## src/rtl/cpu_seq_ctrl.sv

```systemverilog
// Eight-phase instruction sequencer for the accumulator core: fetch, decode, operand, execute, halt.
// Optional memory wait-state handling with bus timeout is built when CTRL_WAIT_EN is defined.
module cpu_seq_ctrl #(
  parameter int unsigned OP_W     = 3,
  parameter int unsigned CYC_W    = 16,
  parameter int unsigned WAIT_MAX = 15
) (
  input  logic             clk,
  input  logic             rst,
  input  logic [OP_W-1:0]  opcode,
  input  logic             zero,
  input  logic             mem_rdy,
  input  logic             resume,
  output logic             sel,
  output logic             rd,
  output logic             wr,
  output logic             ld_ir,
  output logic             ld_ac,
  output logic             ld_pc,
  output logic             inc_pc,
  output logic             data_e,
  output logic             halt,
  output logic             illegal,
  output logic             bus_err,
  output logic [2:0]       state,
  output logic [CYC_W-1:0] instr_cnt
);

  typedef enum logic [2:0] {
    StFetchA = 3'd0,
    StFetchR = 3'd1,
    StFetchL = 3'd2,
    StDecode = 3'd3,
    StOpA    = 3'd4,
    StOpR    = 3'd5,
    StExec   = 3'd6,
    StHalted = 3'd7
  } state_e;

  localparam logic [2:0] OpHlt = 3'd0;
  localparam logic [2:0] OpSkz = 3'd1;
  localparam logic [2:0] OpAdd = 3'd2;
  localparam logic [2:0] OpAnd = 3'd3;
  localparam logic [2:0] OpXor = 3'd4;
  localparam logic [2:0] OpLda = 3'd5;
  localparam logic [2:0] OpSto = 3'd6;
  localparam logic [2:0] OpJmp = 3'd7;

  state_e           state_q, state_d;
  logic [CYC_W-1:0] cnt_q;
  logic [2:0]       op_lo;
  logic             legal, alu_op, is_sto, is_jmp, is_skz, is_hlt;
  logic             stall, timeout;

  assign op_lo  = opcode[2:0];
  // Shift keeps the upper-bit check valid even when OP_W is exactly 3.
  assign legal  = ((opcode >> 3) == '0);
  assign alu_op = legal && (op_lo == OpAdd || op_lo == OpAnd || op_lo == OpXor ||
                            op_lo == OpLda);
  assign is_sto = legal && (op_lo == OpSto);
  assign is_jmp = legal && (op_lo == OpJmp);
  assign is_skz = legal && (op_lo == OpSkz);
  assign is_hlt = legal && (op_lo == OpHlt);

`ifdef CTRL_WAIT_EN
  localparam int unsigned WcW = (WAIT_MAX < 2) ? 1 : $clog2(WAIT_MAX + 1);

  logic [WcW-1:0] wait_q;
  logic           bus_err_q;
  logic           mem_phase;

  assign mem_phase = (state_q == StFetchR) || (state_q == StOpR && (alu_op || is_sto));
  assign stall     = mem_phase && !mem_rdy;
  assign timeout   = stall && (wait_q == WcW'(WAIT_MAX - 1));
  assign bus_err   = bus_err_q;

  always_ff @(posedge clk) begin
    if (rst) begin
      wait_q    <= '0;
      bus_err_q <= 1'b0;
    end else begin
      if (timeout || !stall) begin
        wait_q <= '0;
      end else begin
        wait_q <= wait_q + 1'b1;
      end
      if (timeout) begin
        bus_err_q <= 1'b1;
      end else if (state_q == StHalted && resume) begin
        bus_err_q <= 1'b0;
      end
    end
  end
`else
  localparam int unsigned UnusedWaitMax = WAIT_MAX;
  logic unused_mem_rdy;

  assign unused_mem_rdy = mem_rdy;
  assign stall          = 1'b0;
  assign timeout        = 1'b0;
  assign bus_err        = 1'b0;
`endif

  always_comb begin
    state_d = state_q;
    unique case (state_q)
      StFetchA: state_d = StFetchR;
      StFetchR: state_d = StFetchL;
      StFetchL: state_d = StDecode;
      StDecode: state_d = is_hlt ? StHalted : StOpA;
      StOpA:    state_d = StOpR;
      StOpR:    state_d = StExec;
      StExec:   state_d = StFetchA;
      StHalted: state_d = resume ? StFetchA : StHalted;
      default:  state_d = StFetchA;
    endcase
    // A stalled memory phase holds unless it has timed out.
    if (stall) begin
      state_d = timeout ? StHalted : state_q;
    end
  end

  always_ff @(posedge clk) begin
    if (rst) begin
      state_q <= StFetchA;
      cnt_q   <= '0;
    end else begin
      state_q <= state_d;
      if (state_q == StExec) begin
        cnt_q <= cnt_q + 1'b1;
      end
    end
  end

  always_comb begin
    sel     = 1'b0;
    rd      = 1'b0;
    wr      = 1'b0;
    ld_ir   = 1'b0;
    ld_ac   = 1'b0;
    ld_pc   = 1'b0;
    inc_pc  = 1'b0;
    data_e  = 1'b0;
    halt    = 1'b0;
    illegal = 1'b0;
    unique case (state_q)
      StFetchA: sel = 1'b1;
      StFetchR: begin
        sel = 1'b1;
        rd  = 1'b1;
      end
      StFetchL: begin
        sel   = 1'b1;
        rd    = 1'b1;
        ld_ir = 1'b1;
      end
      StDecode: begin
        inc_pc  = 1'b1;
        illegal = !legal;
      end
      StOpA:    rd = alu_op;
      StOpR: begin
        rd     = alu_op;
        wr     = is_sto;
        data_e = is_sto;
      end
      StExec: begin
        rd     = alu_op;
        ld_ac  = alu_op;
        data_e = is_sto;
        ld_pc  = is_jmp;
        inc_pc = is_skz && zero;
      end
      StHalted: halt = 1'b1;
      default:  sel = 1'b1;
    endcase
  end

  assign state     = state_q;
  assign instr_cnt = cnt_q;

endmodule
```

## config.mk

```make
export PLATFORM = sky130hd
export DESIGN_NAME = cpu_seq_ctrl
export DESIGN_NICKNAME = d
export VERILOG_FILES = /design/src/rtl/cpu_seq_ctrl.sv
export SDC_FILE = /design/constraint.sdc
export NUM_CORES = 1
export LEC_CHECK = 0
export ABC_CLOCK_PERIOD_IN_PS = 4200
export CAP_MARGIN = 20
export CORE_MARGIN = 8
export CORE_UTILIZATION = 23
export DETAILED_ROUTE_END_ITERATION = 7
export GPL_ROUTABILITY_DRIVEN = 0
export GPL_TIMING_DRIVEN = 0
export MAX_ROUTING_LAYER = met4
export SLEW_MARGIN = 15
export SYNTH_ARGS = -nofsm -noshare
export SYNTH_HDL_FRONTEND = slang
export SYNTH_SLANG_ARGS = --single-unit
```

## constraint.sdc

```tcl
create_clock -name clk -period 4.2 [get_ports clk]
set_clock_uncertainty 0.05 [all_clocks]
set_input_delay 1.05 -clock clk [delete_from_list [all_inputs] [get_ports clk]]
set_output_delay 1.05 -clock clk [all_outputs]
set_load 0.01 [all_outputs]
```

# Yosys cells after proc, flatten, opt, wreduce, memory -nomap -nowiden
# Index checks and enable logic that the tools add are counted.
[classes]
eq_ne = 14
magnitude_cmp = 0
bitwise_logic = 0
mul = 0
n_shift = 0
n_addsub = 1
muxes = 12
div = 0
n_reduce_logical = 10
[op_table]
columns = ["cell", "n"]
rows = [
  ["$eq A3 B3 Y1 const B", 8],
  ["$pmux W3 S8", 1],
  ["$add A16 B1 Y16 const B", 1],
  ["$eq A3 B2 Y1 const B", 4],
  ["$mux W1", 7],
  ["$eq A3 B1 Y1 const B", 2],
  ["$logic_not A3 Y1", 2],
  ["$reduce_or A3 Y1", 2],
  ["$pmux W1 S2", 2],
  ["$reduce_or A2 Y1", 2],
  ["$logic_or A1 B1 Y1", 3],
  ["$mux W3", 1],
  ["$mux W2", 1],
  ["$logic_and A1 B1 Y1", 1],
]
[totals]
ram_bits = 0
inputBits = 8
output_inout_bits = 30
latch_bits = 0
mem_bits_ro = 0
regBits = 19
mem_count = 0
wordCells = 39

# Logic depth before layout (Yosys ltp)
[logic_depth]
word_depth = 5
ltp_mapped = 5
ltp_nobuf = 5

# Least setup slack after synthesis
# Ideal clock, no wire load.
[synth_timing]
path_type = "input to output"
start = "input port zero"
end = "output port inc_pc"
cell_stages = 3
slack_ns = 1.582
arrival_time_ns = 1.518
required_ns = 3.100
cell_sequence = "nand4_1 > o32ai_1 > and2_1"
[synth_via]
elab_chain_len = 2
[synth_lines]
columns = ["element", "line", "source"]
rows = [
  ["start, declared", "11", "input logic zero,"],
  ["$logic_and A1 B1 Y1", "172", "inc_pc = is_skz && zero;"],
  ["$pmux W1 S2", "146", "unique case (state_q)"],
  ["end, declared", "20", "output logic inc_pc,"],
]
# Every way passes these cells.

# Final worst setup path
[layout_timing]
start = "input port opcode[0]"
end = "output port inc_pc"
[layout_via]
elab_chain_len = 3
[layout_lines]
columns = ["element", "line", "source"]
rows = [
  ["start, declared", "10", "input logic [OP_W-1:0] opcode,"],
  ["$eq A3 B1 Y1", "62", "assign is_skz = legal && (op_lo == OpSkz);"],
  ["$logic_and A1 B1 Y1", "172", ""],
  ["$pmux W1 S2", "146", ""],
]
# Every way passes these cells.

==> results by group <==
Status
  – Outcome: finished clean

Timing
  – TNS Setup: 0 ns
  – Fin. max-slew vios: 0
  – Post-layout min period: ~3.7 ns
  – Headroom to the max-slew limit: 67.3%
  – Slew @ Worst Pin: just under 0.5 ns
  – Final Hold Slack: roughly 0.46 ns
  – Final Cycle Share: between 80% and 90%
  – Final worst-path setup slack: 0.499 ns
  – Finish-stage setup viols: 0
  – Fmax: 270 MHz
  – RSZ-0062 raised after global routing: no
  – Fin. Hold Viols: 0

Synthesis
  – Post-synth top area cell: dfxtp_1
  – Ys flop type: dfxtp_1
  – Fraction of the mapped netlist area in adder cells: 1.20%
  – Area contributors post-synth: dfxtp_1 37%, nor2_1 7.2%, xnor2_1 5.9%
  – Asr flop ratio synth: 0%
  – Cell Area, Synth: between 1000 and 1500 um^2
  – Share of the synthesized area in the top cell type: between 30% and 40%
  – Largest family of logic cells by synthesized area: simple AND/OR/NAND/NOR gates
  – Post-synth EDFFs: 0
  – Warnings from Yosys: 0
  – Synthesized flop and latch total: 19
  – Synth Area in Compound Gates: under 10%
  – Post-synthesis xor/xnor area fraction: ~8.4%
  – Yosys cell types: 37
  – Syn Inst Count: approximately 130
  – Synth Area per Inst: just over 8 um^2
  – Mux share of post-synthesis cell area: 3.49%
  – Register area share after synthesis: between 30 and 40%
  – Post-Synth Simple-Gate Area: 35.1%

Route
  – Drt drc: 0
  – Total Wirelength: between 2000 and 3000 um
  – DRT antenna net count: 0
  – Initial drt markers: between 90 and 100
  – Vias/cell: between 4 and 5
  – Drt pass-1 iters: 4
  – Wire length per cell: ~13 um
  – Vias: a little over 1000

Critical path
  – CP Buf/Inv Count: 2
  – CP endpoint kind: output pin
  – Critical path, cell by cell: clkdlybuf4s50_1 -> nand4_1 -> o32ai_1 -> and2_1 -> clkdlybuf4s50_1
  – Critical path fanouts, max: 4
  – CP Data Arrival Time: around 2.6 ns
  – Crit path required time: about 3.1 ns
  – Crit path largest cell delay: 0.54 ns
  – Crit path max-delay family: buffers and inverters
  – CP startpoint kind: input port
  – WS Path Type: input port to output pin
  – CP most frequent cell: clkdlybuf4s50_1
  – CP max-delay cell: clkdlybuf4s50_1

Power
  – NetSw: 0.0901 mW
  – Max VDD drop: 0.0971 mV
  – Switching Fraction: ~25%
  – Clock power frac: about a third
  – Pwr dens: around 240 nW/um^2
  – Cell-internal power: 0.274 mW
  – P_leak: 0.557 nW
  – Sequential power share: ~50%
  – Combinational Power Share: around 14%

Finish
  – Antenna Cells: 0
  – Fin nets: 176
  – Multi-input gate area: 607 um^2
  – Share of cells above drive strength 1: 7.23%
  – Final non-filler cell total: ~220
  – Register Area: roughly 380 um^2
  – Fill count: approximately 460
  – Synth-to-Final Area Change: 43.8%

Floorplanning
  – Top-Level Pins: 38
  – Die height: roughly 83 um
  – Die area: between 6000 and 7000 um^2
  – Placeable Area: around 4400 um^2
  – DIE WIDTH: about 83 um
  – Initial Util: a little under a quarter
  – Row cnt: 24

Clock tree
  – Post-CTS resize count: 0
  – # clock sinks: 19
  – CTS tree: done
  – Clock Tree Root: clkbuf_8
  – Longest Clk Path Bufs: 2
  – Post-CTS Setup Bufs: 0
  – Num CTS Buffers: 3
  – Clk Latency, worst-skew pair: 0.25 ns
  – H-tree depth: 1
  – Reg clk slew, reported paths: roughly 0.070 ns
  – Hold_buf cts: 0

Placed design
  – IO Port Bufs: 34
  – Inst Count DP: roughly 210
  – Detailed Place HPWL: 2040 um
  – Dpl ws: 0.515 ns

GRT
  – GRT overflow: 0
  – Largest net degree at the start of global routing: 12
  – Vias in the first global route: a little under 1000
  – Antenna violations before repair: 0
  – Total GRT Usage: slightly above 8%
  – First-pass GRT wire length: around 4800 um

Flow run
  – Max-cap violations: 0

Worst hold path
  – Worst min path class: register to register
[final timing paths]
| path | start | end | slack [ns] | cells after the start |
|---|---|---|---|---|
| hold reg to reg | instr_cnt[10] | instr_cnt[10] | 0.46 | 2 |
| hold / removal | instr_cnt[10] | instr_cnt[10] | 0.46 | 2 |
| setup / recovery | opcode[0] | inc_pc | 0.50 | 5 |
| setup reg to reg | state[2] | instr_cnt[15] | 2.41 | 4 |
[final cells by class]
type | instances | area share (%)
multi-input cells | 98 | 40.6
well taps | 52 | 4.35
flip-flops and latches | 19 | 25.4
plain buffers | 7 | 2.84
clock buffers | 3 | 2.76
repair buffers | 34 | 22.7
inverters | 4 | 1.00
clock inverters | 1 | 0.334
[cell usage in the layout (no fill, tap or decap), types with 2 or more instances in the layout]
master	netlist	final
a21oi_1	8	8
and3_1	3	3
buf_4	2	2
clkbuf_1	2	2
clkbuf_8	0	3
clkdlybuf4s50_1	0	34
conb_1	1	2
dfxtp_1	19	19
inv_1	4	4
nand2_1	9	9
nand2b_1	2	2
nand3_1	9	9
nand4_1	5	5
nand4b_1	2	2
nor2_1	20	20
nor2b_1	2	2
nor3_1	3	3
nor4_1	3	3
o21ai_0	3	3
or3_1	3	3
xnor2_1	7	7
xor2_1	3	3
[cell families after synthesis]
family | Yosys count
multiplexers | 3
flip-flops | 19
buffers and inverters | 11
other | 1
XOR/XNOR | 10
AO/OA/AOI/OAI | 16
AND/OR/NAND/NOR | 66
adder cells (fa/ha/maj) | 1
[synthesized netlist by cell type (all sizes together) (3+ instances only)]
cell / count
a21oi: 8
or3: 3
dfxtp: 19
nor4: 4
and3: 3
nor2: 20
xnor2: 7
nor3: 3
inv: 4
o21ai: 3
buf: 5
nand4: 5
nand2: 9
xor2: 3
nand3: 9
[worst register-to-register path: cells and delay by family (launching register included)]
kind | cells | cell delay [ns]
mux | 1 | 0.32
simple gates | 3 | 0.77
flops | 1 | 0.54
[power groups by stage]
stage / logic, mW / clock network, mW / registers [mW]
5_1_grt: 0.0563 / 0.145 / 0.186
3_3_place_gp: 0.0507 / 0 / 0.190
3_5_place_dp: 0.0505 / 0 / 0.190
4_1_cts: 0.0509 / 0.132 / 0.186
6_report: 0.0505 / 0.128 / 0.186
2_1_floorplan: 0.0251 / 0 / 0.190
[metrics by stage]
stage	utilization, %	power, mW	cell area, um^2
final	34.4	0.364	1500
after CTS	34.4	0.369	1500
after global placement	33.3	0.240	1450
after floorplan	-	0.215	1040
after detailed placement	33.3	0.240	1450
after global routing	34.4	0.387	1500
[sequential cells by signal, summed over array words and instances, names as in the netlist]
signal and count:
state 3, instr_cnt 16
[metal layers]
metal  track usage [%]  wire length (um)  vias to the layer above
met3              3.03               239                        2
met4              3.83                27                        0
met2              11.2              1160                       32
met1              10.6              1330                      449
li1                  -                 -                      523
met5                 -                 0                        -
(Power assumes the default switching activity.)
